## src/rtl/mfp_ahb_cache_perf.sv

```systemverilog
// rtl/mfp_ahb_cache_perf.sv - AHB-Lite performance counter slave for cycle/D$ hit/miss/run events
// Live counters run while enabled; software reads atomic shadow snapshots and sticky wrap flags.
module mfp_ahb_cache_perf #(
  parameter bit EN_AT_RESET = 1'b1
) (
  input  logic        HCLK,
  input  logic        HRESETn,
  input  logic        HSEL,
  input  logic [31:0] HADDR,
  input  logic [1:0]  HTRANS,
  input  logic        HWRITE,
  input  logic [2:0]  HSIZE,
  input  logic [31:0] HWDATA,
  input  logic        HREADY,
  output logic [31:0] HRDATA,
  output logic        HREADYOUT,
  output logic        HRESP,
  input  logic        mpc_run_m,
  input  logic        dcc_pm_dhit_m,
  input  logic        dcc_dmiss_m,
  output logic        perf_irq
);

  localparam logic [2:0] OFF_CTRL   = 3'd0;
  localparam logic [2:0] OFF_STATUS = 3'd1;
  localparam logic [2:0] OFF_CYC    = 3'd2;
  localparam logic [2:0] OFF_HIT    = 3'd3;
  localparam logic [2:0] OFF_MISS   = 3'd4;
  localparam logic [2:0] OFF_RUN    = 3'd5;

  logic        dp_valid_q, dp_valid_d;
  logic        dp_write_q, dp_write_d;
  logic        dp_word_q,  dp_word_d;
  logic [2:0]  dp_off_q,   dp_off_d;
  logic        rd_live_q,  rd_live_d;

  logic        en_q, en_d;
  logic        irq_en_q, irq_en_d;
  logic [3:0]  status_q, status_d;
  logic        miss_dly_q, miss_dly_d;
  logic        perf_irq_q, perf_irq_d;

  logic [31:0] cyc_q, cyc_d, hit_q, hit_d, miss_q, miss_d, run_q, run_d;
  logic [31:0] cyc_sh_q, cyc_sh_d, hit_sh_q, hit_sh_d;
  logic [31:0] miss_sh_q, miss_sh_d, run_sh_q, run_sh_d;

  logic        addr_accept;
  logic        wr_en, wr_ctrl, wr_status, snap, clr;
  logic [3:0]  inc, wrap, w1c;
  logic        unused_ok;

  assign HREADYOUT = 1'b1;
  assign HRESP     = 1'b0;
  assign perf_irq  = perf_irq_q;
  assign unused_ok = ^{HADDR[31:5], HADDR[1:0], HTRANS[0], HWDATA[31:4]};

  assign addr_accept = HSEL & HREADY & HTRANS[1];

  always_comb begin
    dp_valid_d = dp_valid_q;
    dp_write_d = dp_write_q;
    dp_word_d  = dp_word_q;
    dp_off_d   = dp_off_q;
    rd_live_d  = rd_live_q;
    if (HREADY) begin
      dp_valid_d = addr_accept;
      if (addr_accept) begin
        dp_write_d = HWRITE;
        dp_word_d  = (HSIZE == 3'b010);
        dp_off_d   = HADDR[4:2];
        rd_live_d  = 1'b1;
      end
    end
  end

  assign wr_en     = dp_valid_q & dp_write_q & dp_word_q;
  assign wr_ctrl   = wr_en & (dp_off_q == OFF_CTRL);
  assign wr_status = wr_en & (dp_off_q == OFF_STATUS);
  assign snap      = wr_ctrl & HWDATA[1];
  assign clr       = wr_ctrl & HWDATA[2];
  assign w1c       = wr_status ? HWDATA[3:0] : 4'b0000;

  // Bit order matches STATUS: CYC, HIT, MISS, RUN; a miss counts only on its rising edge.
  assign inc  = en_q ? {mpc_run_m, dcc_dmiss_m & ~miss_dly_q, dcc_pm_dhit_m & mpc_run_m, 1'b1}
                     : 4'b0000;
  assign wrap = {4{~clr}} & inc & {&run_q, &miss_q, &hit_q, &cyc_q};

  always_comb begin
    cyc_d  = clr ? 32'd0 : cyc_q  + {31'd0, inc[0]};
    hit_d  = clr ? 32'd0 : hit_q  + {31'd0, inc[1]};
    miss_d = clr ? 32'd0 : miss_q + {31'd0, inc[2]};
    run_d  = clr ? 32'd0 : run_q  + {31'd0, inc[3]};
  end

  // Shadows take the pre-increment, pre-clear live values.
  always_comb begin
    cyc_sh_d  = snap ? cyc_q  : cyc_sh_q;
    hit_sh_d  = snap ? hit_q  : hit_sh_q;
    miss_sh_d = snap ? miss_q : miss_sh_q;
    run_sh_d  = snap ? run_q  : run_sh_q;
  end

  always_comb begin
    en_d       = wr_ctrl ? HWDATA[0] : en_q;
    irq_en_d   = wr_ctrl ? HWDATA[3] : irq_en_q;
    status_d   = (status_q & ~w1c) | wrap;
    miss_dly_d = clr ? 1'b0 : dcc_dmiss_m;
    perf_irq_d = irq_en_q & (|status_q);
  end

  always_ff @(posedge HCLK or negedge HRESETn) begin
    if (!HRESETn) begin
      dp_valid_q <= 1'b0;
      dp_write_q <= 1'b0;
      dp_word_q  <= 1'b0;
      dp_off_q   <= 3'd0;
      rd_live_q  <= 1'b0;
      en_q       <= EN_AT_RESET;
      irq_en_q   <= 1'b0;
      status_q   <= 4'b0000;
      miss_dly_q <= 1'b0;
      perf_irq_q <= 1'b0;
      cyc_q      <= 32'd0;
      hit_q      <= 32'd0;
      miss_q     <= 32'd0;
      run_q      <= 32'd0;
      cyc_sh_q   <= 32'd0;
      hit_sh_q   <= 32'd0;
      miss_sh_q  <= 32'd0;
      run_sh_q   <= 32'd0;
    end else begin
      dp_valid_q <= dp_valid_d;
      dp_write_q <= dp_write_d;
      dp_word_q  <= dp_word_d;
      dp_off_q   <= dp_off_d;
      rd_live_q  <= rd_live_d;
      en_q       <= en_d;
      irq_en_q   <= irq_en_d;
      status_q   <= status_d;
      miss_dly_q <= miss_dly_d;
      perf_irq_q <= perf_irq_d;
      cyc_q      <= cyc_d;
      hit_q      <= hit_d;
      miss_q     <= miss_d;
      run_q      <= run_d;
      cyc_sh_q   <= cyc_sh_d;
      hit_sh_q   <= hit_sh_d;
      miss_sh_q  <= miss_sh_d;
      run_sh_q   <= run_sh_d;
    end
  end

  // The mux follows the last accepted offset so HRDATA holds across idle cycles.
  always_comb begin
    HRDATA = 32'd0;
    if (rd_live_q) begin
      case (dp_off_q)
        OFF_CTRL:   HRDATA = {28'd0, irq_en_q, 2'b00, en_q};
        OFF_STATUS: HRDATA = {28'd0, status_q};
        OFF_CYC:    HRDATA = cyc_sh_q;
        OFF_HIT:    HRDATA = hit_sh_q;
        OFF_MISS:   HRDATA = miss_sh_q;
        OFF_RUN:    HRDATA = run_sh_q;
        default:    HRDATA = 32'd0;
      endcase
    end
  end

endmodule

```

## config.mk

```make
export PLATFORM = sky130hd
export DESIGN_NAME = mfp_ahb_cache_perf
export DESIGN_NICKNAME = d
export VERILOG_FILES = /design/src/rtl/mfp_ahb_cache_perf.sv
export SDC_FILE = /design/constraint.sdc
export NUM_CORES = 1
export LEC_CHECK = 0
export ABC_AREA = 1
export BUFFER_PORTS_ARGS = -buffer_cell sky130_fd_sc_hd__buf_4
export CORE_MARGIN = 1.5
export CORE_UTILIZATION = 50
export DETAILED_ROUTE_END_ITERATION = 6
export GPL_TIMING_DRIVEN = 0
export PLACE_DENSITY = 0.68
export SLEW_MARGIN = 20
export SYNTH_ARGS = -nofsm -noshare
export SYNTH_HDL_FRONTEND = slang
export SYNTH_SLANG_ARGS = --single-unit
export TNS_END_PERCENT = 50
```

## constraint.sdc

```tcl
create_clock -name HCLK -period 3.3 [get_ports HCLK]
set_input_delay 0.165 -clock HCLK [delete_from_list [all_inputs] [get_ports HCLK]]
set_output_delay 0.165 -clock HCLK [all_outputs]
set_load 0.02 [all_outputs]
```

==> summary.md, run 1 <==
| Metric | Value |
|---|---|
| Buffers inserted by post-CTS timing repair | 0 |
| Outcome | completed |
| Number of library cell types mapped by synthesis | 29 |
| Clk_skew | 0.01921 ns |
| Detailed-route via count | 12,940 |
| Antenna violations before repair | 2 |
| Root buffer cell | sky130_fd_sc_hd__clkbuf_16 |
| Final number of max-transition violations | 0 |
| Post-CTS sizing | 0 |
| Total gr overflow | 0 |
| Pleak | 0.007972 uW |
| Vias in the first global route | 12,270 |
| Effective utilization at floorplan | 0.5087 |
| Post-synthesis sequential area ratio | 0.4948 |
| Worst endpoint required time | 3.13 ns |
| Shortest clock period the worst path allows after layout | 3.047 ns |
| P&R area growth vs syn | 14.61% |
| Total clock sinks | 271 |
| Clock tree from TritonCTS | yes |
| Die area | 0.02842 mm^2 |
| Worst-path clk slew | 0.06 ns |
| P_sw | 2620 uW |
| Maximum buffer depth of the clock tree | 3 |
| Floorplan die width | 168.6 um |
| Setup repair after global routing missed its margin | false |
| Net count after synthesis | 1,990 |
| CP Class | flip-flop to output pin |
| Pint | 5980 uW |
| Later-pin clock latency in the skew report | 0.57 ns |
| Total of endpoints with negative setup slack in the final report | 0 |
| Proportion of layout cells with a drive suffix above 1 | 0.07305 |
| Worst slew pin tran | 0.8527 ns |
| Worst Path Arrival | 2.88 ns |
| Pin count of the biggest net entering global routing | 86 |
| Max-slew headroom at the worst pin | 0.4316 |
| Maximum vdd drop | 362.7 uV |
| Routability cong. | 1.010 |
| Count of TritonRoute iterations in the first routing pass | 6 |
| Total number of H-tree levels | 1 |
| Final core utilization | 0.5830 |
| FF+latch count, synth | 271 |
| Ratio of total power to cell area | 547.3 mW/mm^2 |
| Post-synthesis cell count | 1,905 |
| Fraction of power spent switching nets | 0.3047 |
| Sum of routed wire length over all layers | 45.02 mm |
| Fraction of power consumed by combinational cells | 0.154 |
| Cell taking the most area after synthesis | sky130_fd_sc_hd__dfrtp_1 |
| Total clock buffers created by CTS | 31 |
| Floorplan die height | 168.6 um |
| Maxcap violations | 0 |
| Post-detailed-route wirelength per cell | 19.02 um |
| Final period util | 0.9233 |
| Reg power frac | 0.458 |
| NumNets Final | 2,089 |
| Synth Area per Inst | 7.197 um^2 |
| Initial detailed-routing violation count | 1,247 |
| Total global-route track usage | 0.3226 |
| Count of antenna diodes in the layout | 0 |
| Final design area excluding fillers | 0.01571 mm^2 |
| Combined area of all synthesized cells | 0.01371 mm^2 |
| Top-area cell type share of the netlist area | 0.4928 |
| Total of hold buffers inserted after clock tree synthesis | 13 |
| Critical-path maximum fanout | 10 |
| Highest attainable clock frequency | 328.2 MHz |
| Post-DR vias/cell | 5.465 |
| Number of filler instances in the final layout | 2,627 |
| Wire length of the first global-routing pass | 69.02 mm |
| Yosys warning total | 0 |
| CP Launch Type | flip-flop |
| Antenna-violating nets left | 0 |
| Top area cells in the synthesized netlist | sky130_fd_sc_hd__dfrtp_1, sky130_fd_sc_hd__nand2_1, sky130_fd_sc_hd__nor2_1, sky130_fd_sc_hd__nand3_1, sky130_fd_sc_hd__inv_1 |
| HPWL after detailed placement | 34.47 mm |
| Path type of the worst min-delay path | primary input to flip-flop |
| Boundary Pins | 112 |
| Placement Rows | 60 |
| Area inside the core boundary | 0.02695 mm^2 |
| Number of endpoints with negative hold slack in the final report | 0 |
| Buffers added on ports | 50 |
| Crit. End Element | output pin |
| Placement-stage cell area | 0.01460 mm^2 |
| Residual DRC | 0 |
| Share of power burned in the clock network | 0.388 |
==> critical path: stages, from the launching register on <==
cell and delay (ns):
sky130_fd_sc_hd__dfrtp_1 0.35, sky130_fd_sc_hd__buf_2 0.17, sky130_fd_sc_hd__inv_2 0.07, sky130_fd_sc_hd__nand2_1 0.06, sky130_fd_sc_hd__nor2_1 0.50, sky130_fd_sc_hd__buf_2 0.37
sky130_fd_sc_hd__nand2_1 0.11, sky130_fd_sc_hd__a31oi_1 0.44, sky130_fd_sc_hd__buf_4 0.23
==> synthesized netlist by cell type <==
library cell	instances
sky130_fd_sc_hd__nor2_2	2
sky130_fd_sc_hd__nor2_1	305
sky130_fd_sc_hd__buf_1	3
sky130_fd_sc_hd__a31oi_1	28
sky130_fd_sc_hd__dfrtp_1	270
sky130_fd_sc_hd__nand2_4	1
sky130_fd_sc_hd__nor3_1	27
sky130_fd_sc_hd__nor4_1	1
sky130_fd_sc_hd__nor2_4	3
sky130_fd_sc_hd__buf_4	4
sky130_fd_sc_hd__clkbuf_2	1
sky130_fd_sc_hd__dfstp_2	1
sky130_fd_sc_hd__ha_1	8
sky130_fd_sc_hd__inv_1	152
sky130_fd_sc_hd__a21oi_1	98
sky130_fd_sc_hd__buf_2	30
sky130_fd_sc_hd__and3_1	3
sky130_fd_sc_hd__xor2_1	1
sky130_fd_sc_hd__buf_6	3
sky130_fd_sc_hd__mux2_2	1
sky130_fd_sc_hd__conb_1	2
sky130_fd_sc_hd__o21ai_0	58
sky130_fd_sc_hd__nand4_1	2
sky130_fd_sc_hd__nand3_1	174
sky130_fd_sc_hd__o21ai_1	51
sky130_fd_sc_hd__clkbuf_1	31
sky130_fd_sc_hd__inv_2	1
sky130_fd_sc_hd__a21o_1	1
sky130_fd_sc_hd__nand2_1	643
==> final cells by class <==
type	count	area (um^2)	share of cell area
Buffer	72	346.6	0.02206
Clock buffer	45	898.4	0.05717
Clock inverter	10	82.58	0.005256
Inverter	153	574.3	0.03655
Multi-Input combinational cell	1409	6006	0.3822
Sequential cell	271	6783	0.4317
Tap cell	341	426.7	0.02715
Timing Repair Buffer	66	595.6	0.03790
==> power groups by stage <==
stage | Combinational (uW) | Clock, uW | Sequential [uW]
3_5_place_dp | 1300 | 0 | 3980
6_report | 1330 | 3330 | 3940
5_1_grt | 1520 | 3510 | 3970
2_1_floorplan | 928 | 0 | 3890
4_1_cts | 1320 | 3370 | 3930
3_3_place_gp | 1250 | 0 | 3980
==> cell usage in the layout, fill, tap and decap left out, types with 2 or more instances in the layout <==
cell type and instances:
sky130_fd_sc_hd__clkbuf_1 38, sky130_fd_sc_hd__clkbuf_16 31, sky130_fd_sc_hd__nor2_4 3, sky130_fd_sc_hd__nand2_1 643, sky130_fd_sc_hd__buf_1 3, sky130_fd_sc_hd__nand4_1 2
sky130_fd_sc_hd__buf_4 53, sky130_fd_sc_hd__nor2_1 305, sky130_fd_sc_hd__buf_2 30, sky130_fd_sc_hd__dlygate4sd3_1 13, sky130_fd_sc_hd__nor2_2 2, sky130_fd_sc_hd__nand3_1 174
sky130_fd_sc_hd__and3_1 3, sky130_fd_sc_hd__a31oi_1 28, sky130_fd_sc_hd__clkinv_2 7, sky130_fd_sc_hd__clkbuf_8 7, sky130_fd_sc_hd__inv_1 152, sky130_fd_sc_hd__buf_16 3
sky130_fd_sc_hd__buf_6 3, sky130_fd_sc_hd__nor3_1 27, sky130_fd_sc_hd__conb_1 2, sky130_fd_sc_hd__ha_1 8, sky130_fd_sc_hd__o21ai_0 58, sky130_fd_sc_hd__o21ai_1 51
sky130_fd_sc_hd__a21oi_1 98, sky130_fd_sc_hd__dfrtp_1 270
==> layer usage <==
layer / global-route usage / wire length [um] / vias to the layer above
li1: - / - / 6261
met1: 0.4397 / 20200 / 6166
met2: 0.5107 / 19870 / 412
met3: 0.06827 / 3258 / 97
met4: 0.1168 / 1690 / 0
met5: 0 / 0 / -
==> metrics by stage <==
| step | hold WS (ns) | worst slack [ns] | std cells | TNS, ns | total power (uW) |
|---|---|---|---|---|---|
| floorplan | -0.1306 | 1.388 | 1905 | 0 | 4815 |
| global placement | 0.3629 | -0.3064 | 2296 | -76.00 | 5230 |
| detailed placement | 0.1194 | 0.5608 | 2299 | 0 | 5284 |
| CTS | 0.006168 | 0.3931 | 2367 | 0 | 8621 |
| global route | 0.03733 | 0.2430 | 2367 | 0 | 9003 |
| finish | 0.02121 | 0.2531 | 2367 | 0 | 8600 |
==> cell families (layout without fill, tap and decap cells) <==
kind of cell | after synthesis | after routing | synth area share
multiplexers | 1 | 1 | 0.0008213
AND/OR/NAND/NOR | 1161 | 1161 | 0.3399
buffers and inverters | 225 | 346 | 0.06717
adder cells (fa/ha/maj) | 8 | 8 | 0.007302
other | 2 | 2 | 0.0005478
flip-flops | 271 | 271 | 0.4948
AO/OA/AOI/OAI | 236 | 236 | 0.08889
XOR/XNOR | 1 | 1 | 0.0006390
==> sequential cells by signal (all words and copies together) (netlist names), 3 cells and up <==
signal     count
run_q         32
miss_sh_q     32
miss_q        32
cyc_sh_q      32
hit_sh_q      32
hit_q         32
status_q       4
run_sh_q      32
cyc_q         32
dp_off_q       3
==> final timing paths <==
| kind | end | cells past startpoint | slack [ns] | from |
|---|---|---|---|---|
| worst max register to register | hit_q[31] | 10 | 0.51 | en_q |
| min in group asynchronous | miss_q[3] | 2 | 0.12 | HRESETn |
| worst min-delay path | dp_write_q | 3 | 0.02 | HTRANS[1] |
| max in group asynchronous | hit_q[26] | 4 | 2.11 | HRESETn |
| worst max-delay path | HRDATA[5] | 8 | 0.25 | dp_off_q[2] |
| worst min register to register | cyc_sh_q[26] | 2 | 0.47 | cyc_sh_q[26] |
Power figures use the tool's default switching activity.
==> run 2, diff against run 1 <==
- CORE_UTILIZATION: 50 -> 65
- PLACE_DENSITY: 0.68 -> 0.86
==> summary.md, run 2 (same netlist as run 1, synthesis figures left out) <==
| Metric | Value |
|---|---|
| Later-pin clock latency in the skew report | 0.55 ns (-0.02 ns) |
| Pin count of the biggest net entering global routing | 88 (+2.3%) |
| Die area | 0.02197 mm^2 (-23%) |
| Post-detailed-route wirelength per cell | 19.02 um (about the same) |
| Pleak | 0.007996 uW (+0.29%) |
| Count of TritonRoute iterations in the first routing pass | 7 (+1) |
| Shortest clock period the worst path allows after layout | 2.879 ns (-0.1681 ns) |
| Pre-CTS WS | 0.6493 ns (+0.08856 ns) |
| Worst Path Arrival | 2.71 ns (-0.17 ns) |
| Reg-to-reg critical path startpoint | en_q |
| Sequential cell area | 0.006783 mm^2 (unchanged) |
| Buffers inserted by post-CTS timing repair | 0 (unchanged) |
| Maxcap violations | 0 (unchanged) |
| Total clock buffers created by CTS | 29 (-6.5%) |
| NumNets Final | 2,088 (-0.048%) |
| Least setup slack across all paths after layout | 0.4213 ns (+0.1681 ns) |
| Slack of the worst reg-to-reg path | 0.53 ns (+0.02 ns) |
| Floorplan die height | 148.2 um (-12%) |
| Highest attainable clock frequency | 347.4 MHz (+5.8%) |
| Cell depth of the worst flop-to-flop path | 10 (unchanged) |
| P&R area growth vs syn | 14.36% |
| Buffers added on ports | 50 (unchanged) |
| Boundary Pins | 112 (unchanged) |
| Worst slew pin tran | 0.8192 ns (-0.03343 ns) |
| Initial detailed-routing violation count | 1,839 (+47%) |
| Placement Rows | 52 (-13%) |
| Maximum buffer depth of the clock tree | 3 (unchanged) |
| Routability cong. | 0.9923 (-1.8%) |
| Ratio of total power to cell area | 565.8 mW/mm^2 (+3.4%) |
| Number of filler instances in the final layout | 1,545 (-41%) |
| Clk_skew | 0.008965 ns (-0.01025 ns) |
| Proportion of layout cells with a drive suffix above 1 | 0.07362 (+0.0005663) |
| R2r endpoint | hit_q[23] |
| HPWL after detailed placement | 31.66 mm (-8.2%) |
| Number of endpoints with negative hold slack in the final report | 0 (unchanged) |
| Worst endpoint required time | 3.13 ns (about the same) |
| CP Launch Type | flip-flop |
| Sum of routed wire length over all layers | 43.64 mm (-3.1%) |
| Count of antenna diodes in the layout | 0 (unchanged) |
| Most used cells in the layout excluding fill and tap cells | sky130_fd_sc_hd__nand2_1, sky130_fd_sc_hd__nor2_1, sky130_fd_sc_hd__dfrtp_1 |
| Multi-input logic area | 0.006006 mm^2 (unchanged) |
| Floorplan die width | 148.2 um (-12%) |
| Leading cell type in the layout, fill and taps excluded | sky130_fd_sc_hd__nand2_1 |
| Max-slew headroom at the worst pin | 0.4538 (+0.02229) |
| Effective utilization at floorplan | 0.6711 (+0.1624) |
| Post-DR vias/cell | 5.958 (+9.0%) |
| Setup repair after global routing missed its margin | false |
| Residual DRC | 0 (unchanged) |
| Final number of max-transition violations | 0 (unchanged) |
| Critical-path maximum fanout | 10 (unchanged) |
| Path type of the worst min-delay path | primary input to asynchronous set/reset pin |
| Worst-path clk slew | 0.06 ns (about the same) |
| Setup TNS | 0 ns (unchanged) |
| Total gr overflow | 0 (unchanged) |
| Maximum vdd drop | 424.5 uV (+17%) |
| Clock tree from TritonCTS | yes |
| CP Class | flip-flop to output pin |
| Vias in the first global route | 12,680 (+3.3%) |
| Total clock sinks | 271 (unchanged) |
| Detailed-route via count | 13,670 (+5.7%) |
| Antenna violations before repair | 4 (+2) |
| Antenna-violating nets left | 0 (unchanged) |
| Total global-route track usage | 0.4035 (+0.08090) |
| Total number of H-tree levels | 1 (unchanged) |
| Final period util | 0.8723 (-0.05095) |
| Root buffer cell | sky130_fd_sc_hd__clkbuf_16 |
| Outcome | completed |
| Crit. End Element | output pin |
| Total of endpoints with negative setup slack in the final report | 0 (unchanged) |
| Wire length of the first global-routing pass | 68.17 mm (-1.2%) |
| Area inside the core boundary | 0.02043 mm^2 (-24%) |
## run 2: worst max-delay path by stage
stage / startpoint / to / depth (start not counted)
2_1_floorplan: en_q / hit_q[31] / 10
4_1_cts: dp_off_q[2] / HRDATA[28] / 8
6_report: dp_off_q[2] / HRDATA[28] / 8
3_3_place_gp: HRESETn / cyc_q[25] / 1
3_5_place_dp: en_q / hit_q[19] / 10
5_1_grt: dp_off_q[2] / HRDATA[18] / 8
## run 2: repair_timing
| item | in CTS | in global routing |
|---|---|---|
| gates resized for setup | 0 | 0 |
| hold endpoints to repair | 130 | 0 |
| hold buffers | 14 | 0 |
## run 2: final cells by class
cell class,count,area share
clock buffers,36,0.05052
multi-input cells,1409,0.3831
flip-flops and latches,271,0.4326
clock inverters,16,0.01484
repair buffers,67,0.03863
inverters,153,0.03663
plain buffers,72,0.02211
well taps,270,0.02155
## run 2: worst max-delay path, stage by stage, from the launching register on
cell	delay (ns)
sky130_fd_sc_hd__dfrtp_1	0.36
sky130_fd_sc_hd__buf_2	0.16
sky130_fd_sc_hd__inv_2	0.08
sky130_fd_sc_hd__nand2_1	0.06
sky130_fd_sc_hd__nor2_1	0.45
sky130_fd_sc_hd__buf_2	0.32
sky130_fd_sc_hd__nand2_1	0.11
sky130_fd_sc_hd__a31oi_1	0.39
sky130_fd_sc_hd__buf_4	0.22
## run 2: stage by stage
step	area [um^2]	power [uW]	cells	util	hold WS, ns
after detailed placement	14510	5295	2228	0.7104	0.1108
after floorplan	13710	4815	1905	-	-0.1306
after global routing	15680	9203	2294	0.7674	0.1671
final	15680	8871	2294	0.7674	0.1262
after global placement	14420	5210	2225	0.7060	0.3747
after CTS	15680	8798	2294	0.7674	0.1294
## run 2: power breakdown
| part | internal, uW | switching [uW] |
|---|---|---|
| sequential | 3620 | 314 |
| combinational | 410 | 983 |
| clock | 2160 | 1380 |
## run 2: routing by layer
metal,vias up,share of wire,wire [um],global-route usage
li1,6253,-,-,-
met2,892,0.43,18820,0.6019
met3,142,0.12,5346,0.08896
met5,-,0.00064,28,0
met4,4,0.045,1944,0.1693
met1,6376,0.40,17500,0.5750
